### config.mk
export PLATFORM = sky130hd
export DESIGN_NAME = rf_wb_arbiter
export DESIGN_NICKNAME = d
export VERILOG_FILES = /design/src/rtl/rf_wb_arbiter.sv
export SDC_FILE = /design/constraint.sdc
export NUM_CORES = 1
export LEC_CHECK = 0
export CAP_MARGIN = 20
export CORE_UTILIZATION = 57
export DETAILED_ROUTE_END_ITERATION = 12
export DONT_BUFFER_PORTS = 1
export GPL_TIMING_DRIVEN = 0
export PLACE_DENSITY = 0.75
export SLEW_MARGIN = 20
export SYNTH_ARGS = -nofsm -noshare
export SYNTH_HDL_FRONTEND = slang
export SYNTH_SLANG_ARGS = --single-unit
export TNS_END_PERCENT = 20
### constraint.sdc
create_clock -name i_clk -period 1.6 [get_ports i_clk]
set_input_delay 0.08 -clock i_clk [delete_from_list [all_inputs] [get_ports i_clk]]
set_output_delay 0.08 -clock i_clk [all_outputs]
set_load 0.01 [all_outputs]
### src/rtl/rf_wb_arbiter.sv
// Two-requester write-back arbiter for the register file's single write port.
// Each requester has a one-entry buffer; full buffers are granted oldest-first onto registered RF outputs.
module rf_wb_arbiter #(
  parameter int DW = 32,
  parameter int AW = 5
) (
  input  logic              i_clk,
  input  logic              i_rst_n,
  input  logic              i_r0_valid,
  input  logic [AW-1:0]     i_r0_wa,
  input  logic [DW-1:0]     i_r0_wd,
  output logic              o_r0_ready,
  input  logic              i_r1_valid,
  input  logic [AW-1:0]     i_r1_wa,
  input  logic [DW-1:0]     i_r1_wd,
  output logic              o_r1_ready,
  output logic              o_rf_en,
  output logic [AW-1:0]     o_rf_wa,
  output logic [DW-1:0]     o_rf_wd,
  output logic [2**AW-1:0]  o_pend_mask,
  output logic              o_idle
);

  logic [1:0]          r_full;
  logic [1:0][AW-1:0]  r_wa;
  logic [1:0][DW-1:0]  r_wd;
  logic                r_old;  // 0: buffer 0 is older, 1: buffer 1 is older

  logic [1:0]          w_valid, w_gnt, w_rdy, w_cap, w_kept;
  logic [1:0][AW-1:0]  w_in_wa;
  logic [1:0][DW-1:0]  w_in_wd;
  logic                w_old_nxt, w_sel;

  assign w_valid = {i_r1_valid, i_r0_valid};
  assign w_in_wa = {i_r1_wa, i_r0_wa};
  assign w_in_wd = {i_r1_wd, i_r0_wd};

  always_comb begin
    w_gnt[0] = r_full[0] && (!r_full[1] || !r_old);
    w_gnt[1] = r_full[1] && (!r_full[0] ||  r_old);
    w_rdy    = ~r_full | w_gnt;
    for (int k = 0; k < 2; k++)
      w_cap[k] = w_valid[k] && w_rdy[k] && (w_in_wa[k] != '0);
    w_kept   = r_full & ~w_gnt;
    w_sel    = w_gnt[1];
    // An entry that stays buffered is always older than anything captured this edge.
    w_old_nxt = r_old;
    if (w_kept[0])      w_old_nxt = 1'b0;
    else if (w_kept[1]) w_old_nxt = 1'b1;
    else if (w_cap[0])  w_old_nxt = 1'b0;
    else if (w_cap[1])  w_old_nxt = 1'b1;
  end

  assign o_r0_ready = w_rdy[0];
  assign o_r1_ready = w_rdy[1];

  always_ff @(posedge i_clk or negedge i_rst_n) begin
    if (!i_rst_n) begin
      r_full <= '0;
      r_wa   <= '0;
      r_wd   <= '0;
      r_old  <= 1'b0;
    end else begin
      r_old <= w_old_nxt;
      for (int k = 0; k < 2; k++) begin
        if (w_cap[k]) begin
          r_full[k] <= 1'b1;
          r_wa[k]   <= w_in_wa[k];
          r_wd[k]   <= w_in_wd[k];
        end else if (w_gnt[k]) begin
          r_full[k] <= 1'b0;
        end
      end
    end
  end

  always_ff @(posedge i_clk or negedge i_rst_n) begin
    if (!i_rst_n) begin
      o_rf_en <= 1'b0;
      o_rf_wa <= '0;
      o_rf_wd <= '0;
    end else if (|w_gnt) begin
      o_rf_en <= 1'b1;
      o_rf_wa <= r_wa[w_sel];
      o_rf_wd <= r_wd[w_sel];
    end else begin
      o_rf_en <= 1'b0;
    end
  end

  // x0 is never buffered, but RF_WA resets to 0, so bit 0 is tied off explicitly.
  assign o_pend_mask[0] = 1'b0;
  for (genvar i = 1; i < 2**AW; i++) begin : g_pend
    assign o_pend_mask[i] = (r_full[0] && r_wa[0] == AW'(i)) ||
                            (r_full[1] && r_wa[1] == AW'(i)) ||
                            (o_rf_en   && o_rf_wa == AW'(i));
  end

  assign o_idle = !r_full[0] && !r_full[1] && !o_rf_en;

endmodule

After elaboration in Yosys (flattened, before gate mapping)
Cells that the tools add are included.

operators by class
  magnitude comparators = 1
  equality and inequality tests = 93
  muxes and demuxes = 13
  bitwise gates (word level) = 4
  reductions and logical operators = 175

operator list
  operator            count
  $eq 5x5->1 const B  48
  $eq 5x4->1 const B  24
  $logic_and 1x1->1   101
  $logic_or 1x1->1    64
  $mux 32             2
  $eq 5x3->1 const B  12
  $eq 5x2->1 const B  6
  $eq 5x1->1 const B  3
  $mux 5              2
  $reduce_bool 5->1   2
  $mux 1              9
  $logic_not 1->1     4
  $not 2->2           2
  $reduce_bool 2->1   2
  $reduce_bool 4->1   1
  $and 2x2->2         1
  $lt 1x2->1 const B  1
  $or 2x2->2          1
  $reduce_or 2->1     1

word-level totals
  bits in registers = 115
  input bits = 78
  output and inout port bits = 73

Depth between registers and ports, before layout
Gate-level depths: netlist (run 1).

  word-level depth = 10
  gate-level depth with buffers = 5
  depth with buffers taken out = 3

Least setup slack after synthesis (run 1)
No wires, ideal clock.

  path kind = in2reg
  from = input i_r0_wa[0]
  to = register r_wd[10] (netlist name)
  library setup time = 0.125 ns
  arrival time = 1.479 ns
  data required time = 1.475 ns
  path slack = -0.003 ns
  stages on the path = 4
  buffers on the path = 1
  path through = or4_4 > o211ai_4 > buf_8 > mux2_2

on the way
  longest elaborated chain between the ends = 2

RTL lines
  what                           line  RTL
  start, declared                10    input logic [AW-1:0] i_r0_wa,
  $reduce_bool 5->1              43    w_cap[k] = w_valid[k] && w_rdy[k] && (w_in_wa[k] != '0);
  $logic_and 1x1->1              43
  end signal, assigned by index  69    r_wd[k] <= w_in_wd[k];
  end, declared                  26    logic [1:0][DW-1:0] r_wd;

No other way between the ends.
A chain may end at the register's enable or synchronous reset.

Worst setup path in the final report (run 1)
  from = register r_wa[4] (netlist name)
  to = output o_pend_mask[7]

on the way
  longest elaborated chain between the ends = 4

RTL lines
  what                             line  RTL
  start, declared                  25    logic [1:0][AW-1:0] r_wa;
  start signal, assigned by index  68    r_wa[k] <= w_in_wa[k];
  $eq 5x3->1                       94    assign o_pend_mask[i] = (r_full[0] && r_wa[0] == AW'(i)) ||
  $logic_and 1x1->1                94
  $logic_or 1x1->1                 94
  $logic_or 1x1->1                 95    (r_full[1] && r_wa[1] == AW'(i)) ||
  end, declared                    20    output logic [2**AW-1:0] o_pend_mask,

No other way between the ends.

==> results of run 1 <==
cell usage in the layout (no fill, tap or decap), drive strengths merged, types with 2 or more instances in the layout:
| cell type | netlist | final |
|---|---|---|
| a21boi | 2 | 2 |
| a221o | 36 | 36 |
| a222oi | 2 | 2 |
| a22o | 5 | 5 |
| a22oi | 21 | 21 |
| a32oi | 8 | 8 |
| and2 | 39 | 39 |
| and4 | 3 | 3 |
| and4b | 9 | 9 |
| buf | 11 | 41 |
| bufinv | 0 | 3 |
| clkbuf | 21 | 33 |
| clkinv | 0 | 4 |
| dfrtp | 115 | 115 |
| dlygate4sd3 | 0 | 76 |
| inv | 4 | 11 |
| mux2 | 68 | 68 |
| nand2 | 62 | 62 |
| nand3 | 3 | 3 |
| nor2 | 6 | 6 |
| nor2b | 8 | 8 |
| nor4b | 3 | 3 |
| nor4bb | 8 | 8 |
| o211ai | 3 | 3 |
routing by layer:
layer | share of wire | track usage | routed length [um] | up-vias
met5 | 0 | 0 | 0 | -
met4 | 0.018 | 0.09050 | 289 | 0
met3 | 0.077 | 0.07521 | 1262 | 35
met2 | 0.53 | 0.5581 | 8679 | 256
met1 | 0.38 | 0.4148 | 6231 | 2286
li1 | - | - | - | 1927
layout make-up:
type	instances	area, um^2	share of cell area
Inverter	4	15.01	0.001945
Clock buffer	17	414.1	0.05365
Buffer	29	270.3	0.03501
Multi-Input combinational cell	298	2749	0.3561
Tap cell	129	161.4	0.02091
Timing Repair Buffer	105	1020	0.1321
Clock inverter	15	197.7	0.02561
Sequential cell	115	2893	0.3747
worst max-delay path by stage:
stage | startpoint | to | slack (ns) | cells past startpoint
after floorplan | i_r0_wa[0] | r_wd[10] | -0.003 | 4
after CTS | o_rf_wa[4] | o_pend_mask[16] | -0.26 | 3
final | r_wa[4] | o_pend_mask[7] | -0.34 | 4
after global routing | r_wa[4] | o_pend_mask[7] | -0.36 | 4
after global placement | r_full[1] | o_rf_wd[16] | -0.32 | 4
after detailed placement | r_full[0] | o_rf_wd[8] | -0.35 | 3
per-stage QoR:
stage / util / TNS (ns)
2_1_floorplan: - / -0.06465
3_3_place_gp: 0.6079 / -21.33
3_5_place_dp: 0.6079 / -24.35
4_1_cts: 0.8009 / -17.76
5_1_grt: 0.8355 / -25.24
6_report: 0.8355 / -18.47
timing repair:
action	CTS	global route
buffers inserted	12	15
hold buffers	75	2
hold endpoints to repair	192	117
pin swaps	27	27
gates cloned	0	1
gates resized for setup	97	57
endpoints found under the setup margin	132	136
critical path: stages (launching register included):
cell and delay, ns:
dfrtp_2 0.43, buf_6 0.15, nor4bb_4 0.44, a32oi_1 0.19, nand2_1 0.15
flip-flops by register name, summed over array words and instances (netlist names):
register / count
r_wd: 64
r_full: 2
o_rf_en: 1
r_old: 1
o_rf_wa: 5
r_wa: 10
o_rf_wd: 32
power by group:
| part | switching, mW | internal (mW) | total, mW |
|---|---|---|---|
| logic | 1.23 | 1.39 | 2.62 |
| registers | 0.798 | 3.57 | 4.37 |
| clock network | 1.48 | 2.43 | 3.91 |
| total | 3.51 | 7.39 | 10.9 |
logic make-up after synthesis:
logic type,count (synthesis),share of synthesized area
other,1,0.0006874
buffers and inverters,36,0.03601
DFF,115,0.5275
muxes,69,0.1422
and+or+nand+nor,145,0.1521
AOI/OAI and AO/OA,83,0.1415
==> results.cfg, run 1 <==
[power]
power_mw = 10.90
p_leak_nw = 3.434
p_per_area_nw_per_um2 = 1413
peakVddDrop_uv = 1101

[clocking]
clk_latency_ns = 0.51
cts.htree.levels = 4
cts_buffers = 17
clock_sinks = 115
root_buffer = clkbuf_8
cts_tree = built
clockBufferDepth = 2
path_clk_slew_ns = 0.06

[yosys]
yosys-top-cells-count = dfrtp_1, mux2_2, nand2_1, a221o_1, and2_1
ys_top_cells_by_area = dfrtp_1, mux2_2, a221o_1
syn_area_um2 = 5455
synth.yosys.seq_area_share = 0.5275
synth_warnings = 0
yosysTopAreaCell = dfrtp_1
yosysTopAreaCellShare = 0.5275
synth.most_common_cell = dfrtp_1
async_reset_ff_frac = 1.000
synth_top_flop_cell = dfrtp_1
yosysUniqueCellTypes = 41
synth.avg_cell_area_um2 = 12.15
netlist_instances = 449
synth-edff-count = 0
syn_nets = 527
ys_ff_latch = 115

[setup_path]
crit_fanout = 5
cp.arrival_ns = 1.86
r2r_cells = 5
reg2reg_from = r_full[0]
r2r_slack_ns = -0.29
cp.required_ns = 1.52
critical_path_class = flop to output port
cp-end-kind = output port
worst_r2r_endpoint = r_wd[53]
start_kind = flop

[floorplan]
dieWidth_um = 99.83
die_h_um = 99.83
num_rows = 35
initial_core_util = 0.5904
die-area_um2 = 9966
pin_count = 151
coreArea_um2 = 9240

[detailed_routing]
drt-wirelength-per-cell_um = 23.12
finalWirelength_um = 16460
vias_per_cell = 6.326
ant_nets = 0
vias = 4504
drc = 0
firstDrtPassIters = 5
drt_iter0_drc = 301

[global_route]
antenna_found_initial = 0
gr-total-overflow = 0
grt_pass1_wl_um = 24700
grt_pass1_vias = 4437
grt_start_max_net_pins = 116
track_usage = 0.3248

[sta]
final_max_slew_viol_count = 0
clock_skew_ns = 0.008726
setup_viol = 107
fmax_mhz = 515.0
rsz0062_at_grt = true
period_needed_ns = 1.942
finalCritPeriodShare = 1.214
hold_violations = 115
slew_headroom = 0.6120
setup_slack_ns = -0.3417
timing.hold.ws_ns = -0.7313
worst_pin_slew_ns = 0.5806

[placed_design]
post-place-ws_ns = -0.3487
dpl_cell_area_um2 = 5617
placedCellCount = 578
hpwl_um = 8699
numPortBuffers = 0
gp_congestion = 0.9472

[cells_and_area]
layout-drive-gt1-share = 0.3859
area_growth_pct = 41.51
n_antenna_cell = 0
nFillCells = 455
nets = 648
final_area_um2 = 7720
layout.cells.non_filler = 712

[job]
maxCapViolCount = 0

[worst_hold_path]
min_path_type = primary input to async pin

[status]
violations = negative hold slack, negative setup slack
status = finished with violations
Power figures use the tool's default switching activity.
==> run 2: changes to the inputs <==
--- a/config.mk
+++ b/config.mk
@@ -5,6 +5,7 @@
 export SDC_FILE = /design/constraint.sdc
 export NUM_CORES = 1
 export LEC_CHECK = 0
+export ABC_AREA = 1
 export CAP_MARGIN = 20
 export CORE_UTILIZATION = 57
 export DETAILED_ROUTE_END_ITERATION = 12
==> results.cfg, run 2 <==
[status]
status = finished with violations
violations = negative hold slack, negative setup slack

[clocking]
cts.htree.levels = 4
cts_hold_buffers = 76
clockBufferDepth = 2
root_buffer = clkbuf_8
path_clk_slew_ns = 0.06
clock_sinks = 115
clk_latency_ns = 0.54
cts_buffers = 17
cts_tree = built

[detailed_routing]
drc = 0
ant_nets = 0
firstDrtPassIters = 5
drt_iter0_drc = 525
drt-wirelength-per-cell_um = 20.08
finalWirelength_um = 20540
vias_per_cell = 6.007
vias = 6145

[sta]
worst_pin_slew_ns = 0.6151
clock_skew_ns = 0.009499
setup_viol = 27
finalCritPeriodShare = 1.056
slew_headroom = 0.5899
setup_slack_ns = -0.08900
rsz0062_at_grt = true
hold_violations = 115
timing.hold.ws_ns = -0.7621
final_max_slew_viol_count = 0
period_needed_ns = 1.689
fmax_mhz = 592.1

[cells_and_area]
layout.cells.non_filler = 1023
layout-drive-gt1-share = 0.2674
final_area_um2 = 8114
nets = 956
final_common_cell = nand2_1
n_antenna_cell = 0
area_growth_pct = 41.04
biggestRegsByFlops = r_wd: 64 flops, o_rf_wd: 32 flops, r_wa: 10 flops
nFillCells = 591
regMostFlops = r_wd
largest_reg_flops = 64
fin_util = 0.8301
final_cell_mix = nand2_1, nand3_1, dfrtp_1

[global_route]
gr-total-overflow = 0
grt_pass1_vias = 5782
grt_pass1_wl_um = 29550
track_usage = 0.3852
grt_start_max_net_pins = 116
antenna_found_initial = 0

[placed_design]
hpwl_um = 11730
post-place-ws_ns = -0.004351
numPortBuffers = 0
dpl_cell_area_um2 = 5919
gp_congestion = 0.9456
placedCellCount = 893

[power]
power_frac_seq = 0.359
p_leak_nw = 4.007
p_per_area_nw_per_um2 = 1757
p_sw_frac = 0.4163
peakVddDrop_uv = 1067
clockPowerShare = 0.272
intPower_mw = 8.322
combPwrFrac = 0.368
power_mw = 14.26
power.switching_mw = 5.934

[yosys]
syn_nets = 838
synth-edff-count = 0
ys_ff_latch = 115
yosys.area_share.simple = 0.4124
synthAdderAreaFrac = 0
async_reset_ff_frac = 1.000
ys_top_cells_by_area = dfrtp_1, nand2_1, nand3_1
syn_area_um2 = 5753
netlist_instances = 760
synth.avg_cell_area_um2 = 7.570
synth_xor_area_frac = 0
yosysTopAreaCellShare = 0.5002
synth_warnings = 0
synth.most_common_cell = nand2_1
yosys-top-cells-count = nand2_1, nand3_1, dfrtp_1, nor2_1, inv_1
yosysUniqueCellTypes = 26
synth_top_flop_cell = dfrtp_1
synth.yosys.seq_area_share = 0.5002
synth-compound-area-share = 0.02501
synth.area.mux_share = 0
synth_top_family_by_area = simple AND/OR/NAND/NOR gates
yosysTopAreaCell = dfrtp_1

[setup_path]
cp.required_ns = 1.52
cp_num_buf_inv = 1
start_kind = flop
r2r_slack_ns = 0.04
critical_path_class = flop to output port
cp.arrival_ns = 1.61
reg2reg_from = r_full[1]
cp-end-kind = output port
worst_r2r_endpoint = r_wd[34]
r2r_cells = 7
crit_fanout = 5
path_cells = inv_4 > nand2_4 > nor2_2 > nand2_1 > nand3_2
cpMaxStageDelayCell = dfrtp_2
max_stage_delay_ns = 0.45
path_delay_family = simple AND/OR/NAND/NOR gates

[job]
maxCapViolCount = 0

[floorplan]
pin_count = 151
coreArea_um2 = 9774
num_rows = 36
die-area_um2 = 10500
die_h_um = 102.5
initial_core_util = 0.5886
dieWidth_um = 102.5

[worst_hold_path]
min_path_type = primary input to async pin
## run 2: cell types whose count changed in the layout (fill, tap and decap cells not counted), moves of 15 or more
cell	previous run	this run
inv_4	0	15
nand2_1	49	258
nand3_1	3	164
nand2_4	0	20
a221o_1	36	0
nand3_2	0	31
nor2_4	1	19
mux2_2	52	0
and2_1	31	0
nor2_2	3	32
## run 2: final cells by class
type	count	area (um^2)	share of cell area
Tap cell	133	166.4	0.02051
Timing Repair Buffer	100	972.2	0.1198
Clock inverter	7	120.1	0.01480
Inverter	28	147.6	0.01820
Buffer	43	289.0	0.03562
Multi-Input combinational cell	573	3040	0.3747
Sequential cell	115	2898	0.3571
Clock buffer	24	480.5	0.05921
## run 2: cell families (layout without fill, tap and decap cells)
logic type / after synthesis / count (layout)
buffers and inverters: 72 / 202
flip-flops: 115 / 115
AND/OR/NAND/NOR: 552 / 552
AO/OA/AOI/OAI: 20 / 20
other: 1 / 1
## run 2: worst max path at each step
stage               startpoint              end  slack, ns  cells past startpoint
global route           r_wa[5]  o_pend_mask[14]      -0.13                      5
floorplan            r_full[1]         r_wd[32]       0.35                      7
CTS                    r_wa[7]   o_pend_mask[2]      -0.08                      5
finish                 r_wa[5]  o_pend_mask[14]      -0.09                      5
detailed placement  o_rf_wa[4]  o_pend_mask[13]     -0.004                      4
global placement    o_rf_wa[4]  o_pend_mask[12]       0.03                      4
## run 2: per-layer routing
metal,part of all wire,GRT usage,up-vias
met2,0.49,0.6215,393
met1,0.37,0.4682,2961
met5,0,0.009615,-
met4,0.038,0.2110,0
li1,-,-,2716
met3,0.099,0.1060,75
## run 2: timing repair
| action | CTS | global route |
|---|---|---|
| cloned | 1 | 2 |
| buffers inserted | 11 | 10 |
| endpoints found under the hold margin | 190 | 115 |
| pin swaps | 4 | 12 |
| gates resized for setup | 83 | 129 |
| endpoints found under the setup margin | 32 | 52 |
## run 2: metrics by stage
step	hold slack [ns]	TNS (ns)
floorplan	-0.2156	0
finish	-0.7621	-0.8424
global route	-0.7754	-2.338
detailed placement	-0.2112	-0.004351
CTS	-0.7740	-1.393
global placement	-0.2065	0
## run 2: power by group through the flow
stage / clock (mW) / sequential (mW) / combinational, mW
final: 3.88 / 5.12 / 5.25
after global routing: 4.03 / 5.20 / 5.65
after detailed placement: 0 / 4.92 / 3.67
after CTS: 3.87 / 4.94 / 4.32
after floorplan: 0 / 4.67 / 2.74
after global placement: 0 / 4.88 / 3.57
